[src/rtl/adc_avg_cal.sv]
// Streaming ADC averager: 2**AVG_LOG2 consecutive samples are gain/offset
// calibrated in Q16.16, summed, and published as a floored mean.
module adc_avg_cal #(
    parameter int ADC_WIDTH = 12,
    parameter int FP_WIDTH  = 32,
    parameter int AVG_LOG2  = 10
) (
    input  logic                 ADC_CLK,
    input  logic                 RST_N,
    input  logic [ADC_WIDTH-1:0] ADC_IN,
    input  logic                 START,
    input  logic [FP_WIDTH-1:0]  CAL_GAIN,
    input  logic [FP_WIDTH-1:0]  CAL_OFFSET,
    output logic [FP_WIDTH-1:0]  AVG_OUT,
    output logic                 AVG_VALID,
    output logic                 BUSY,
    output logic [1:0]           dbg_state
);
    localparam int PW = ADC_WIDTH + FP_WIDTH;
    localparam int SW = PW + 1;
    localparam int AW = FP_WIDTH + AVG_LOG2;
    localparam logic [AVG_LOG2-1:0] CNT_LAST = '1;

    typedef enum logic [1:0] {IDLE, CAPTURE, DRAIN, PUBLISH} state_t;

    state_t              state;
    state_t              state_nxt;
    logic                accept;
    logic                publish;

    logic [AVG_LOG2-1:0] sample_cnt;
    logic [1:0]          drain_cnt;
    logic [FP_WIDTH-1:0] gain_q;
    logic [FP_WIDTH-1:0] offset_q;

    logic                s0_vld;
    logic                s1_vld;
    logic                s2_vld;
    logic [ADC_WIDTH-1:0] s0_data;
    logic signed [PW-1:0] s1_prod;
    logic [FP_WIDTH-1:0] s2_cal;
    logic [AW-1:0]       acc;

    logic signed [PW-1:0] prod_w;
    logic signed [SW-1:0] sum_w;
    logic [FP_WIDTH-1:0] cal_w;

    // Handshake: START is a one-cycle request honoured only while BUSY=0
    // (IDLE); otherwise it is dropped. AVG_VALID qualifies AVG_OUT for exactly
    // one cycle with no backpressure; AVG_OUT then holds until the next result.
    always_comb begin
        state_nxt = state;
        accept    = 1'b0;
        publish   = 1'b0;
        case (state)
            IDLE: begin
                if (START) begin
                    accept    = 1'b1;
                    state_nxt = CAPTURE;
                end
            end
            CAPTURE: if (sample_cnt == CNT_LAST) state_nxt = DRAIN;
            DRAIN:   if (drain_cnt == 2'd2) state_nxt = PUBLISH;
            PUBLISH: begin
                publish   = 1'b1;
                state_nxt = IDLE;
            end
            default: state_nxt = IDLE;
        endcase
    end

    // Full-precision product, then offset add with clamp to the Q16.16 range.
    always_comb begin
        prod_w = $signed({{FP_WIDTH{s0_data[ADC_WIDTH-1]}}, s0_data})
               * $signed({{ADC_WIDTH{gain_q[FP_WIDTH-1]}}, gain_q});
        sum_w  = $signed({s1_prod[PW-1], s1_prod})
               + $signed({{(SW-FP_WIDTH){offset_q[FP_WIDTH-1]}}, offset_q});
        cal_w  = sum_w[FP_WIDTH-1:0];
        if (!((&sum_w[SW-1:FP_WIDTH-1]) || (~|sum_w[SW-1:FP_WIDTH-1]))) begin
            cal_w = sum_w[SW-1] ? {1'b1, {(FP_WIDTH-1){1'b0}}}
                                : {1'b0, {(FP_WIDTH-1){1'b1}}};
        end
    end

    always_ff @(posedge ADC_CLK) begin
        if (!RST_N) state <= IDLE;
        else        state <= state_nxt;
    end

    always_ff @(posedge ADC_CLK) begin
        if (!RST_N) begin
            sample_cnt <= '0;
            drain_cnt  <= '0;
            gain_q     <= '0;
            offset_q   <= '0;
            s0_vld     <= 1'b0;
            s1_vld     <= 1'b0;
            s2_vld     <= 1'b0;
            s0_data    <= '0;
            s1_prod    <= '0;
            s2_cal     <= '0;
            acc        <= '0;
            AVG_OUT    <= '0;
            AVG_VALID  <= 1'b0;
        end else begin
            s0_vld    <= (state == CAPTURE);
            s0_data   <= ADC_IN;
            s1_vld    <= s0_vld;
            s1_prod   <= prod_w;
            s2_vld    <= s1_vld;
            s2_cal    <= cal_w;
            AVG_VALID <= publish;

            if (state == CAPTURE) sample_cnt <= sample_cnt + AVG_LOG2'(1);
            else                  sample_cnt <= '0;
            if (state == DRAIN)   drain_cnt  <= drain_cnt + 2'd1;
            else                  drain_cnt  <= '0;

            if (accept) begin
                gain_q   <= CAL_GAIN;
                offset_q <= CAL_OFFSET;
                acc      <= '0;
            end else if (s2_vld) begin
                acc <= acc + {{AVG_LOG2{s2_cal[FP_WIDTH-1]}}, s2_cal};
            end

            // Dropping the low AVG_LOG2 bits is the floored arithmetic shift.
            if (publish) AVG_OUT <= acc[AW-1:AVG_LOG2];
        end
    end

    assign BUSY      = (state != IDLE);
    assign dbg_state = state;

endmodule

[config.mk]
export PLATFORM = sky130hd
export DESIGN_NAME = adc_avg_cal
export DESIGN_NICKNAME = d
export VERILOG_FILES = /design/src/rtl/adc_avg_cal.sv
export SDC_FILE = /design/constraint.sdc
export NUM_CORES = 2
export LEC_CHECK = 0
export CORE_ASPECT_RATIO = 1.25
export CORE_MARGIN = 2
export CORE_UTILIZATION = 63
export CTS_CLUSTER_SIZE = 30
export DETAILED_ROUTE_END_ITERATION = 8
export DONT_BUFFER_PORTS = 1
export PLACE_DENSITY = 0.84
export SYNTH_ARGS = -nofsm -noshare
export SYNTH_HDL_FRONTEND = slang
export SYNTH_SLANG_ARGS = --single-unit
[constraint.sdc]
create_clock -name ADC_CLK -period 9.3 [get_ports ADC_CLK]
set_input_delay 1.86 -clock ADC_CLK [delete_from_list [all_inputs] [get_ports ADC_CLK]]
set_output_delay 1.86 -clock ADC_CLK [all_outputs]
set_load 0.03 [all_outputs]
# == Word-level counts from Yosys, hierarchy flattened ==
# Cells that the tools add are included.
# op_classes
addsub,4
mul,1
n_eq_ne,8
n_mux,9
n_bitwise,1
n_reduce_logical,10
# ops
op,count
2-to-1 mux 32 bit,2
adder 44 x 32 -> 45 bit,1
multiplier 12 x 32 -> 44 bit,1
adder 42 bit,1
AND reduction 14 bit,1
OR reduction 14 bit,1
"adder 10 x 1 -> 10 bit, second input constant",1
"equality test 10 bit, second input constant",1
case mux 2 bit (4 select lines),1
"equality test 2 bit, second input constant",3
2-to-1 mux 2 bit,3
"inequality test 2 bit, second input constant",3
AND reduction 2 bit,2
2-to-1 mux 1 bit,3
AND reduction 3 bit,1
"adder 2 x 1 -> 2 bit, second input constant",1
"equality test 2 x 1 -> 1 bit, second input constant",1
logical NOT 2 bit,1
nonzero test 2 bit,1
OR reduction 2 bit,1
logical NOT 1 bit,1
logical OR 1 bit,1
NOT 1 bit,1
# word_totals
regBits,244
in_bits,79
output_inout_bits,36

# == Depth between registers and ports, before layout ==
# logic_depth
depth_word,5
ltp_mapped,25
depth_no_buf,24

# == Worst setup path before layout ==
# OpenSTA, ideal clock, no wires.
# synth_path
kind,register to register
from,register s0_data[11]
to,register s1_prod[43]
setup_time_ns,0.115
arrival_time_ns,5.971
slack_ns,3.214
stages_incl_launch_ff,21
path_buffers,1
period_less_slack_ns,6.086
path_cell_list,dfxtp_1 > inv_1 > clkbuf_1 > nor2_1 > fa_1 > fa_1 > fa_1 > fa_1 > fa_1 > ha_1 > a211oi_1 > inv_1 > o311ai_1 > a311oi_1 > o2bb2ai_1 > a21oi_1 > o21ai_1 > a2111oi_0 > a21oi_1 > xnor2_1 > and2_1
# synth_via
elab_chain_cells,1
# synth_rtl
element,line_no,source
start: declaration,39,logic [ADC_WIDTH-1:0] s0_data;
start signal: assignment,99,s0_data <= '0;
start signal: assignment,107,s0_data <= ADC_IN;
multiplier 12 x 32 -> 44 bit,75,"* $signed({{ADC_WIDTH{gain_q[FP_WIDTH-1]}}, gain_q});"
end signal: assignment,109,s1_prod <= prod_w;
end: declaration,40,logic signed [PW-1:0] s1_prod;
# No other way between the ends.
# A chain may end at the register's enable or synchronous reset.

# == Worst setup path in the final report ==
# layout_path
from,register s0_data[10]
to,register s1_prod[43]
# The elaborated chain is that of the path after synthesis.

==> metrics <==
hpwl dp=47.94 mm; hold slack=0.4107 ns; Pint=2.843 mW; Routed Antenna Nets=0; row cnt=82; final setup violation count=0; max-slew violations=0; commonest non-fill, non-tap cell in the layout=nand2_1; Tightest Hold Check Type=flip-flop to flip-flop; Placer Congestion=0.9407; area added between synthesis and finish=3.982%; Ports=115; setup ws final=1.880 ns; Final Hold Vio Count=0; register area share after synthesis=0.1921; Layout Nets=3454; Mapped Area=0.02542 sq mm; core footprint=0.03991 sq mm; Post-Route Setup TNS=0 ns; clk root buf=clkbuf_16; total track usage=0.2994; # Post-CTS Setup Buffers=0; CP max FO=32; Placement Setup Slack=1.931 ns; Yosys cell types=83; Clk pwr share=0.192; synth warn=0; n_diodes=0; run status=finished, final reports clean; Setup Skew=0.02205 ns; ratio of cells with drive above 1 in the final layout=0.03204; CTS resizes=0; WS Path Type=flip-flop to flip-flop; Pleak=12.10 nW; mean area per synthesized cell=8.630 sq um; Synth async-reset ratio=0; Die Area=0.04199 sq mm; Starting Density=0.6370; clk sink count=244; First DRT Iteration DRCs=1079; met3 usage=0.04700; Seq pwr share=0.289; Startpoint Class=flip-flop; first-pass iteration count of the detailed router=5; vias in the first global route=20.86k; RSZ-0062 raised after global routing=no; DR vias/cell=5.824; PwrDens=192.9 mW/mm^2; final WL=61.00 mm; Worst-Skew Late Latency=0.56 ns; synthesis-stage register bit count=244; CP Data Arrival Time=7.86 ns; switch share=0.4424; gr ovfl total=0; Comb pwr share=0.519; I/O Buffers=0; Mapped Cells=2946; hold buffers post-CTS=0; VDD IR-drop max=173.5 uV; Rel. slew slack=0.1502; first-pass GRT wire length=101.7 mm; routed vias=19.66k; CTS buffer count=25; Post-Syn Nets=3548; met2 Use GR=0.5340; WL/cell=18.07 um; clk slew on worst S/H paths=0.06 ns; initial antenna violation count=0; max-cap viol count=0; Die H=228.6 um; largest net degree at the start of global routing=123; Sw Pwr=2.255 mW; Post-synth EDFFs=0; Top FF cell, synth=dfxtp_1; met1 GRT Util=0.3541; final worst path period share=0.7979; CTS tree=yes; fmax=0.1348 GHz; clock tree buffer depth=3; Die Width=183.7 um; H-tree depth=1; post-layout min period=7.420 ns; CP endpoint kind=flip-flop; Tightest Pin Transition=1.273 ns; Worst EP required=9.74 ns; most frequent cells in the layout=461 x nand2_1, 420 x inv_1, 340 x fa_1, 243 x dfxtp_1, 182 x ha_1; residual DRC count=0; global route hottest layer=met2
## cells in the mapped netlist (all sizes together), types with 18 or more instances
cell type | instances | share of area
nand2 | 462 | 0.068
inv | 421 | 0.062
fa | 340 | 0.27
dfxtp | 244 | 0.19
ha | 183 | 0.090
nor2 | 163 | 0.024
a21oi | 140 | 0.028
and2 | 139 | 0.034
clkbuf | 120 | 0.018
o21ai | 105 | 0.022
mux2i | 69 | 0.027
xnor2 | 64 | 0.022
a21o | 62 | 0.018
nor2b | 49 | 0.012
a21boi | 43 | 0.013
xor2 | 41 | 0.014
o21a | 31 | 0.0094
nand2b | 23 | 0.0057
nand3 | 21 | 0.0041
nor3 | 19 | 0.0037
a211oi | 18 | 0.0057
## layout make-up
type	count	area [sq um]
clock buffer	39	738.2
fill	3188	13480
timing repair buffer	16	120.1
sequential	244	4886
multi-input combinational	2144	18430
clock inverter	7	55.05
inverter	421	1580
tap	504	630.6
## sequential cells by signal, summed over array words and instances, names as in the netlist, 2 cells and up
signal	flops
sample_cnt	10
AVG_OUT	32
s2_cal	32
dbg_state	2
gain_q	32
acc	42
drain_cnt	2
s0_data	12
offset_q	32
s1_prod	44
## critical path: stages, from the launching register on
cell,delay (ns)
dfxtp_1,1.15
and2_1,0.28
fa_1,0.46
fa_1,0.53
fa_1,0.52
fa_1,0.55
fa_1,0.51
ha_1,0.39
a211oi_1,0.23
inv_1,0.09
o311ai_1,0.38
a311oi_1,0.22
o2bb2ai_1,0.27
a21oi_1,0.40
o21ai_1,0.20
a2111oi_0,0.65
a21oi_1,0.16
xnor2_1,0.16
and2_1,0.17
## power groups by stage
stage	clock [mW]	sequential, mW	combinational, mW
6_report	0.979	1.47	2.65
3_5_place_dp	0	1.48	2.63
4_1_cts	0.996	1.46	2.65
5_1_grt	1.04	1.48	3.02
2_1_floorplan	0	1.33	2.14
3_3_place_gp	0	1.48	2.53
## kinds of logic (layout without fill, tap and decap cells)
family                   Yosys count  after routing  synth area share
buffers and inverters            558            483           0.08352
multiplexers                      70             70           0.02761
adder cells (fa/ha/maj)          523            523            0.3578
flip-flops                       244            244            0.1921
AO/OA/AOI/OAI                    492            492            0.1287
AND/OR/NAND/NOR                  954            954            0.1741
XOR/XNOR                         105            105           0.03617
## stage by stage
| stage | utilization | power, mW | std cells | cell area (sq um) |
|---|---|---|---|---|
| detailed placement | 0.6425 | 4.118 | 3329 | 25640 |
| CTS | 0.6624 | 5.104 | 3375 | 26440 |
| global route | 0.6624 | 5.545 | 3375 | 26440 |
| global placement | 0.6425 | 4.006 | 3329 | 25640 |
| finish | 0.6624 | 5.098 | 3375 | 26440 |
| floorplan | - | 3.469 | 2946 | 25420 |
## per-layer routing
| metal | share of wire | vias up |
|---|---|---|
| met5 | 0 | - |
| met4 | 0.046 | 0 |
| met3 | 0.066 | 172 |
| met2 | 0.50 | 712 |
| met1 | 0.39 | 9565 |
| li1 | - | 9207 |
## final timing paths
kind | slack, ns | start | to | cells after the start
worst max-delay path | 1.88 | s0_data[10]$_SDFF_PN0_ | s1_prod[43]$_SDFF_PN0_ | 18
worst min-delay path | 0.41 | drain_cnt[0]$_SDFF_PN0_ | drain_cnt[0]$_SDFF_PN0_ | 1
worst max register to register | 1.88 | s0_data[10]$_SDFF_PN0_ | s1_prod[43]$_SDFF_PN0_ | 18
worst min register to register | 0.41 | drain_cnt[0]$_SDFF_PN0_ | drain_cnt[0]$_SDFF_PN0_ | 1
Power figures use the tool's default switching activity.
